**config.mk**
```make
export PLATFORM = sky130hd
export DESIGN_NAME = mc_control_unit
export DESIGN_NICKNAME = d
export VERILOG_FILES = /design/src/rtl/mc_ctrl_pkg.sv /design/src/rtl/mc_ctrl_out_decode.sv /design/src/rtl/mc_control_unit.sv
export SDC_FILE = /design/constraint.sdc
export NUM_CORES = 1
export LEC_CHECK = 0
export BUFFER_PORTS_ARGS = -buffer_cell sky130_fd_sc_hd__buf_2
export CAP_MARGIN = 20
export CELL_PAD_IN_SITES_DETAIL_PLACEMENT = 0
export CELL_PAD_IN_SITES_GLOBAL_PLACEMENT = 2
export CORE_MARGIN = 2
export CORE_UTILIZATION = 25
export DETAILED_ROUTE_END_ITERATION = 10
export GPL_ROUTABILITY_DRIVEN = 0
export PLACE_DENSITY_LB_ADDON = 0.25
export SYNTH_ARGS = -nofsm -noshare
export SYNTH_HDL_FRONTEND = slang
export SYNTH_SLANG_ARGS = --single-unit
```
**constraint.sdc**
```tcl
create_clock -name clk -period 1.9 [get_ports clk]
set_input_delay 0.095 -clock clk [delete_from_list [all_inputs] [get_ports clk]]
set_output_delay 0.095 -clock clk [all_outputs]
set_load 0.03 [all_outputs]
```
**src/rtl/mc_ctrl_pkg.sv**
```systemverilog
// Shared state encoding, opcodes and control-field encodings for the multi-cycle control unit.
// MC_CONTROL_JUMP_EN (see mc_control_unit) decides whether the JUMP encoding is ever reached.
package mc_ctrl_pkg;

    typedef enum logic [3:0] {
        FETCH  = 4'd0,
        DECODE = 4'd1,
        MEMADR = 4'd2,
        MEMRD  = 4'd3,
        MEMWB  = 4'd4,
        MEMWR  = 4'd5,
        EXEC   = 4'd6,
        RWB    = 4'd7,
        BRANCH = 4'd8,
        ADDIEX = 4'd9,
        ADDIWB = 4'd10,
        JUMP   = 4'd11
    } state_e;

    localparam logic [5:0] OP_RTYPE = 6'b000000;
    localparam logic [5:0] OP_LW    = 6'b100011;
    localparam logic [5:0] OP_SW    = 6'b101011;
    localparam logic [5:0] OP_BEQ   = 6'b000100;
    localparam logic [5:0] OP_ADDI  = 6'b001000;
    localparam logic [5:0] OP_J     = 6'b000010;

    localparam logic [1:0] ALU_ADD   = 2'b00;
    localparam logic [1:0] ALU_SUB   = 2'b01;
    localparam logic [1:0] ALU_FUNCT = 2'b10;

    localparam logic [1:0] SRCB_B       = 2'b00;
    localparam logic [1:0] SRCB_FOUR    = 2'b01;
    localparam logic [1:0] SRCB_IMM     = 2'b10;
    localparam logic [1:0] SRCB_IMM_SH2 = 2'b11;

    localparam logic [1:0] PCSRC_ALU    = 2'b00;
    localparam logic [1:0] PCSRC_ALUOUT = 2'b01;
    localparam logic [1:0] PCSRC_JUMP   = 2'b10;

    typedef struct packed {
        logic       pc_write;
        logic       pc_write_cond;
        logic       i_or_d;
        logic       mem_read;
        logic       mem_write;
        logic       mem_to_reg;
        logic       ir_write;
        logic       reg_dst;
        logic       reg_write;
        logic       alu_src_a;
        logic [1:0] alu_src_b;
        logic [1:0] alu_op;
        logic [1:0] pc_source;
        logic       instr_done;
    } ctrl_t;

endpackage

```
**src/rtl/mc_ctrl_out_decode.sv**
```systemverilog
// Moore output decode: state plus mem_ready to datapath control word.
// JUMP outputs exist only when MC_CONTROL_JUMP_EN is defined.
module mc_ctrl_out_decode
    import mc_ctrl_pkg::*;
(
    input  logic [3:0] state,
    input  logic       mem_ready,
    output ctrl_t      ctrl
);

    always_comb begin
        ctrl = '0;
        case (state)
            FETCH: begin
                ctrl.mem_read  = 1'b1;
                ctrl.alu_src_b = SRCB_FOUR;
                ctrl.ir_write  = mem_ready;
                ctrl.pc_write  = mem_ready;
            end
            DECODE: ctrl.alu_src_b = SRCB_IMM_SH2;
            MEMADR: begin
                ctrl.alu_src_a = 1'b1;
                ctrl.alu_src_b = SRCB_IMM;
            end
            MEMRD: begin
                ctrl.mem_read = 1'b1;
                ctrl.i_or_d   = 1'b1;
            end
            MEMWB: begin
                ctrl.reg_write  = 1'b1;
                ctrl.mem_to_reg = 1'b1;
                ctrl.instr_done = 1'b1;
            end
            MEMWR: begin
                // Write strobe held across the whole stall; retire only on completion.
                ctrl.mem_write  = 1'b1;
                ctrl.i_or_d     = 1'b1;
                ctrl.instr_done = mem_ready;
            end
            EXEC: begin
                ctrl.alu_src_a = 1'b1;
                ctrl.alu_src_b = SRCB_B;
                ctrl.alu_op    = ALU_FUNCT;
            end
            RWB: begin
                ctrl.reg_write  = 1'b1;
                ctrl.reg_dst    = 1'b1;
                ctrl.instr_done = 1'b1;
            end
            BRANCH: begin
                ctrl.alu_src_a     = 1'b1;
                ctrl.alu_src_b     = SRCB_B;
                ctrl.alu_op        = ALU_SUB;
                ctrl.pc_write_cond = 1'b1;
                ctrl.pc_source     = PCSRC_ALUOUT;
                ctrl.instr_done    = 1'b1;
            end
            ADDIEX: begin
                ctrl.alu_src_a = 1'b1;
                ctrl.alu_src_b = SRCB_IMM;
            end
            ADDIWB: begin
                ctrl.reg_write  = 1'b1;
                ctrl.instr_done = 1'b1;
            end
`ifdef MC_CONTROL_JUMP_EN
            JUMP: begin
                ctrl.pc_write   = 1'b1;
                ctrl.pc_source  = PCSRC_JUMP;
                ctrl.instr_done = 1'b1;
            end
`endif
            default: ctrl = '0;
        endcase
    end

endmodule

```
**src/rtl/mc_control_unit.sv**
```systemverilog
// Multi-cycle MIPS-style control FSM with memory stall handshake, retire counter and illegal-op flag.
// Define MC_CONTROL_JUMP_EN to decode opcode 000010 as j; otherwise it is illegal.
module mc_control_unit
    import mc_ctrl_pkg::*;
#(
    parameter int OP_W  = 6,
    parameter int CNT_W = 16
) (
    input  logic             clk,
    input  logic             rst_n,
    input  logic [OP_W-1:0]  op,
    input  logic             mem_ready,
    output logic             pc_write,
    output logic             pc_write_cond,
    output logic             i_or_d,
    output logic             mem_read,
    output logic             mem_write,
    output logic             mem_to_reg,
    output logic             ir_write,
    output logic             reg_dst,
    output logic             reg_write,
    output logic             alu_src_a,
    output logic [1:0]       alu_src_b,
    output logic [1:0]       alu_op,
    output logic [1:0]       pc_source,
    output logic             instr_done,
    output logic [CNT_W-1:0] retired,
    output logic             illegal_op,
    output logic [3:0]       state
);

    state_e             state_q, state_d;
    logic [CNT_W-1:0]   retired_q, retired_d;
    logic               illegal_q, illegal_d;
    ctrl_t              ctrl, ctrl_out;

    mc_ctrl_out_decode u_out_decode (
        .state     (state_q),
        .mem_ready (mem_ready),
        .ctrl      (ctrl)
    );

    always_comb begin
        state_d   = FETCH;
        illegal_d = illegal_q;
        retired_d = retired_q + CNT_W'(ctrl.instr_done);
        case (state_q)
            FETCH:  state_d = mem_ready ? DECODE : FETCH;
            DECODE: begin
                case (op)
                    OP_LW, OP_SW: state_d = MEMADR;
                    OP_RTYPE:     state_d = EXEC;
                    OP_BEQ:       state_d = BRANCH;
                    OP_ADDI:      state_d = ADDIEX;
`ifdef MC_CONTROL_JUMP_EN
                    OP_J:         state_d = JUMP;
`endif
                    default: begin
                        // PC already advanced in FETCH, so just drop the instruction.
                        state_d   = FETCH;
                        illegal_d = 1'b1;
                    end
                endcase
            end
            MEMADR: state_d = (op == OP_LW) ? MEMRD : MEMWR;
            MEMRD:  state_d = mem_ready ? MEMWB : MEMRD;
            MEMWR:  state_d = mem_ready ? FETCH : MEMWR;
            EXEC:   state_d = RWB;
            ADDIEX: state_d = ADDIWB;
            default: state_d = FETCH;
        endcase
    end

    always_ff @(posedge clk or negedge rst_n) begin
        if (!rst_n) begin
            state_q   <= FETCH;
            retired_q <= '0;
            illegal_q <= 1'b0;
        end else begin
            state_q   <= state_d;
            retired_q <= retired_d;
            illegal_q <= illegal_d;
        end
    end

    assign ctrl_out = rst_n ? ctrl : '0;

    assign pc_write      = ctrl_out.pc_write;
    assign pc_write_cond = ctrl_out.pc_write_cond;
    assign i_or_d        = ctrl_out.i_or_d;
    assign mem_read      = ctrl_out.mem_read;
    assign mem_write     = ctrl_out.mem_write;
    assign mem_to_reg    = ctrl_out.mem_to_reg;
    assign ir_write      = ctrl_out.ir_write;
    assign reg_dst       = ctrl_out.reg_dst;
    assign reg_write     = ctrl_out.reg_write;
    assign alu_src_a     = ctrl_out.alu_src_a;
    assign alu_src_b     = ctrl_out.alu_src_b;
    assign alu_op        = ctrl_out.alu_op;
    assign pc_source     = ctrl_out.pc_source;
    assign instr_done    = ctrl_out.instr_done;
    assign retired       = retired_q;
    assign illegal_op    = illegal_q;
    assign state         = state_q;

endmodule

```
==> results of run 1 <==
cells by family after synthesis:
kind of cell,count (synthesis)
and+or+nand+nor,60
DFF,21
AOI/OAI and AO/OA,19
xor gates and xnor gates,16
buffers and inverters,10
adders and majority gates,2
other,1
area by class of cell:
cell class,count,area (µm²)
fillers,502,3120
well taps,67,83.8
flip-flops and latches,21,531
multi-input cells,98,706
clock buffers,3,41.3
clock inverters,1,5.00
inverters,2,7.51
repair buffers,53,288
worst paths after layout:
check                                 startpoint                    end  slack (ns)  depth (start not counted)
min in group asynchronous                  rst_n  retired[13]$_DFF_PN0_        0.23                          2
hold / removal                             op[3]     state[1]$_DFF_PN0_        0.11                          2
setup reg to reg              state[0]$_DFF_PN0_  retired[12]$_DFF_PN0_        0.13                          8
setup / recovery              state[0]$_DFF_PN0_  retired[12]$_DFF_PN0_        0.13                          8
max in group asynchronous                  rst_n     state[0]$_DFF_PN0_        1.15                          3
hold reg to reg            retired[15]$_DFF_PN0_  retired[15]$_DFF_PN0_        0.46                          1
power groups by stage:
stage / Sequential, mW / Clock, mW / Combinational [mW]
final: 0.550 / 0.297 / 0.345
after floorplan: 0.641 / 0 / 0.137
after global placement: 0.561 / 0 / 0.339
after CTS: 0.550 / 0.311 / 0.345
after global routing: 0.558 / 0.330 / 0.377
after detailed placement: 0.558 / 0 / 0.342
sequential cells by signal, summed over array words and instances (netlist names):
signal and cells:
retired 16, state 4, illegal_op 1
layout by cell type, fill, tap and decap left out, drive strengths merged, types with 3 or more instances in the layout:
cell and instances:
xnor2 11, nor2b 5, nand4 3, xor2 5
and4 5, nor3 4, dfrtp 21, nand2 11
nand2b 3, o21ai 5, buf 52, and2 3
nand3 6, nor2 9, clkbuf 3
worst register-to-register path, cell delays in order (launching register included):
cell and delay [ns]:
dfrtp_2 0.41, nor2b_1 0.15, o21ai_1 0.15, o2bb2ai_2 0.14
ha_2 0.23, ha_4 0.15, and2_1 0.17, nand4_1 0.12
xnor2_1 0.15
per-layer routing:
metal | routed length (µm) | share of wire, % | global-route usage [%]
met1 | 1520 | 49 | 16.7
met2 | 1340 | 43 | 16.1
met3 | 237 | 7.6 | 3.61
met4 | 13 | 0.42 | 1.79
met5 | 0 | 0 | 0
repair_timing:
item | CTS | global route
hold endpoints to repair | 3 | 0
resized for setup | 0 | 3
setup endpoints to repair | 0 | 8
setup buffers | 0 | 1
hold buffers | 1 | 0
per-stage QoR:
stage               power (mW)  instance area, µm²  setup slack, ns
global route              1.27                1660          -0.0186
floorplan                0.778                1290           0.0385
CTS                       1.21                1640           0.0308
detailed placement       0.900                1590           0.0485
finish                    1.19                1660            0.127
global placement         0.900                1590            0.106
==> metrics, run 1 <==
worst-skew pair later-pin latency 0.26 ns; top-level I/O count 47; largest family of logic cells by synthesized area simple AND/OR/NAND/NOR gates; worst hold margin 0.106 ns; EDFF count, synth 0; Detailed Route WL 3110 µm; Worst-path clk slew 0.08 ns; Crit path largest cell delay 0.41 ns; Comb pwr share 29.0%; Tcrit/Tclk final 93.3%; Synth Area in Compound Gates 11.1%; die area 5620 µm²; Synth Register Bits 21; Post-DP HPWL 2380 µm; # port buffers 45; Yosys top cell area share 41.7%; CTS buffer count 3; CTS root buf clkbuf_8; largest net degree at the start of global routing 19; Die W 75.0 µm; pwr dens 718 nW/µm²; unrepaired setup endpoints after global routing yes; Placed Cells 239; CP endpoint kind flop; Layout Area Growth over Synthesis 31.9%; drt wl/cell 12.7 µm; Psw 0.441 mW; Gate Count Post-Synth 129; DRC viols 0; peak supply drop 460 µV; vias per std cell 4.63; top cells by area, synth dfrtp_1, xnor2_1, xor2_1; most frequent cells after synthesis dfrtp_1, nand2_1, xnor2_1; H-tree depth reported by CTS 1; Worst Path Buf+Inv 0; Slowest cell on crit path dfrtp_2; post-synthesis sequential area ratio 41.7%; Top Family by Delay on Critical Path simple AND/OR/NAND/NOR gates; count leader, synth dfrtp_1; Critical Path Fanout Max 4; Max Root-Sink Buffers 2; synth unique cells 43; Adder-Cell Fraction of Synth Area 1.99%; Antenna Cells 0; worst-path cell chain nor2b_1 > o21ai_1 > o2bb2ai_2 > ha_2 > ha_4 > and2_1 > nand4_1 > xnor2_1; Pins Over Slew Limit 0; Syn Nets 140; ys flop type dfrtp_1; CORE AREA 4790 µm²; vias 1,135; CP Class flop to flop; Post-Syn Area per Cell 9.77 µm²; minimum clock period 1.77 ns; asr flop ratio synth 100%; Overflow after GRT 0; CTS tree done; vias in the first global route 1,000; gr usage total 11.2%; first-pass GRT wire length 4840 µm; sequential fraction of design power 46.1%; Setup Viol. Count Final 0; final core occ 34.7%; synthesized-area fraction occupied by xor and xnor cells 11.1%; P_int 0.751 mW; Die Y 75.0 µm; Simple-Gate Fraction of Synth Area 29.2%; Final Skew 0.00583 ns; Synth area leader dfrtp_1; CTS sink cnt 21; initial antenna violation count 0; share of layout cells above drive strength 1 40.4%; Final nets 190; Initial Util 26.3%; WP data required 2.04 ns; class of the most critical hold timing path input pin to flop; CP Launch Type flop; Static Leakage 0.796 nW; final setup TNS 0 ns; Starting DRT DRC Count 48; Fmax 0.564 GHz; mux contribution to synthesized area 0%; clock share of power 24.9%; max-cap violations 0; status completed; cell area after synthesis 1260 µm²; Antenna Violating Nets Remaining 0; # rows 25; Sw Share 37.0%; First-pass DRT Iterations 4; final hold violations 0; synth warn 0; Arrival @ worst endpoint 1.92 ns; Finished Layout Cells 245
Power figures use the tool's default switching activity.
==> inputs of run 2 (changes only) <==
--- a/config.mk
+++ b/config.mk
@@ -13,7 +13,7 @@
 export CORE_UTILIZATION = 25
 export DETAILED_ROUTE_END_ITERATION = 10
 export GPL_ROUTABILITY_DRIVEN = 0
-export PLACE_DENSITY_LB_ADDON = 0.25
+export PLACE_DENSITY = 0.75
 export SYNTH_ARGS = -nofsm -noshare
 export SYNTH_HDL_FRONTEND = slang
 export SYNTH_SLANG_ARGS = --single-unit
==> run 2 against run 1 <==
  * Die area is the same
  * Routed wire length down 1.1%
  * Worst hold slack improved by 0.014 ns
  * Largest cell class unchanged
  * Via count fell by 2.2%
  * Cell area shrank 0.23%
  * Global-route usage increased by 0.44 points
  * Register-to-register slack about the same
  * Sequential cell count unchanged
  * Core utilization decreased by 0.078 points
  * Clock power shrank 2%
  * Sequential share of layout area increased by 0.072 points
  * Maximum frequency increased by 0.63%
==> metrics, run 2 (synthesis results as in run 1) <==
status completed; vias in the first global route 1,005; # rows 25; largest net degree at the start of global routing 20; gr usage total 11.6%; initial antenna violation count 0; share of layout cells above drive strength 1 40.3%; Antenna Cells 0; commonest cells after routing, fill and taps aside buf_2, dfrtp_1, nand2_1, xnor2_1, nor2_1; minimum clock period 1.76 ns; H-tree depth reported by CTS 1; metal3 WL 213 µm; Initial Util 26.3%; Layout Area Growth over Synthesis 31.6%; CORE AREA 4790 µm²; Overflow after GRT 0; M1 WL 1490 µm; vias per std cell 4.57; CP Launch Type flop; pwr dens 718 nW/µm²; DRC viols 0; Critical Path Fanout Max 5; final hold violations 0; unrepaired setup endpoints after global routing no; Die Y 75.0 µm; vias 1,110; Detailed Route WL 3070 µm; die area 5620 µm²; final setup TNS 0 ns; CP Class flop to flop; first-pass GRT wire length 4950 µm; max-cap violations 0; CTS buffer count 3; peak supply drop 305 µV; Post-DP HPWL 2390 µm; worst-skew pair later-pin latency 0.26 ns; WP data required 2.05 ns; # port buffers 45; commonest non-fill, non-tap cell in the layout buf_2; met2 routed WL 1310 µm; Post-CTS Setup Bufs 0; Tcrit/Tclk final 92.7%; top-level I/O count 47; Fmax 0.568 GHz; class of the most critical hold timing path input pin to flop; Starting DRT DRC Count 68; CTS sink cnt 21; Arrival @ worst endpoint 1.91 ns; Antenna Violating Nets Remaining 0; CTS root buf clkbuf_8; Setup Viol. Count Final 0; Placed Cells 238; Max Root-Sink Buffers 2; Die W 75.0 µm; Final nets 188; Final Skew 0.00338 ns; highest metal used met4; Static Leakage 0.789 nW; drt wl/cell 12.6 µm; CP endpoint kind flop; Worst-path clk slew 0.08 ns; Pins Over Slew Limit 0; First-pass DRT Iterations 4; CTS tree done; Largest register FFs 16; Finished Layout Cells 243
==> run 2: cell types whose count changed in the layout (fill, tap and decap cells not counted), sizes merged <==
cell  previous run  this run
buf             52        50
==> run 2: worst paths after layout <==
check | startpoint | cells after the start | slack [ns] | endpoint
max | state[0]$_DFF_PN0_ | 8 | 0.14 | retired[12]$_DFF_PN0_
min reg2reg | retired[15]$_DFF_PN0_ | 1 | 0.47 | retired[15]$_DFF_PN0_
max reg2reg | state[0]$_DFF_PN0_ | 8 | 0.14 | retired[12]$_DFF_PN0_
max in group asynchronous | rst_n | 3 | 1.12 | retired[10]$_DFF_PN0_
min | op[3] | 2 | 0.12 | state[1]$_DFF_PN0_
min in group asynchronous | rst_n | 2 | 0.27 | state[1]$_DFF_PN0_
==> run 2: metrics by stage <==
stage	setup WS, ns	utilization, %	instance area [µm²]	power, mW	hold slack [ns]
detailed placement	0.0883	33.0	1580	0.903	0.0129
floorplan	0.0385	-	1290	0.778	-0.201
global route	0.0168	34.6	1660	1.26	0.118
global placement	0.139	33.0	1580	0.892	0.00467
CTS	0.0699	34.2	1640	1.19	0.117
finish	0.138	34.6	1660	1.19	0.120
==> run 2: layout make-up <==
| class | count | area (µm²) |
|---|---|---|
| well taps | 67 | 83.8 |
| clock inverters | 1 | 5.00 |
| clock buffers | 3 | 41.3 |
| inverters | 2 | 7.51 |
| flip-flops and latches | 21 | 531 |
| fillers | 520 | 3130 |
| multi-input cells | 98 | 709 |
| repair buffers | 51 | 280 |
==> run 2: critical path: stages, from the launching register on <==
cell and delay [ns]:
dfrtp_2 0.41, nor2b_1 0.14, o21ai_2 0.13, o2bb2ai_2 0.13, ha_2 0.25, ha_4 0.16
and2_1 0.16, nand4_1 0.12, xnor2_1 0.14
==> run 2: routing by layer <==
metal  global-route usage (%)  vias to the layer above
met1                     17.2                      517
met3                     2.68                        4
met5                        0                        -
met2                     15.6                       36
li1                         -                      553
met4                     5.95                        0
==> run 2: timing repair <==
item                                    in CTS  in global routing
gates resized for setup                      0                  6
endpoints found under the setup margin       0                  5
hold buffers                                 1                  0
endpoints found under the hold margin        8                  0
==> run 2: where the power goes <==
part           switching (mW)  leakage (nW)  internal, mW  total, mW
clock                   0.144        0.0255         0.146      0.290
combinational           0.232         0.495         0.117      0.349
sequential             0.0587         0.269         0.492      0.550
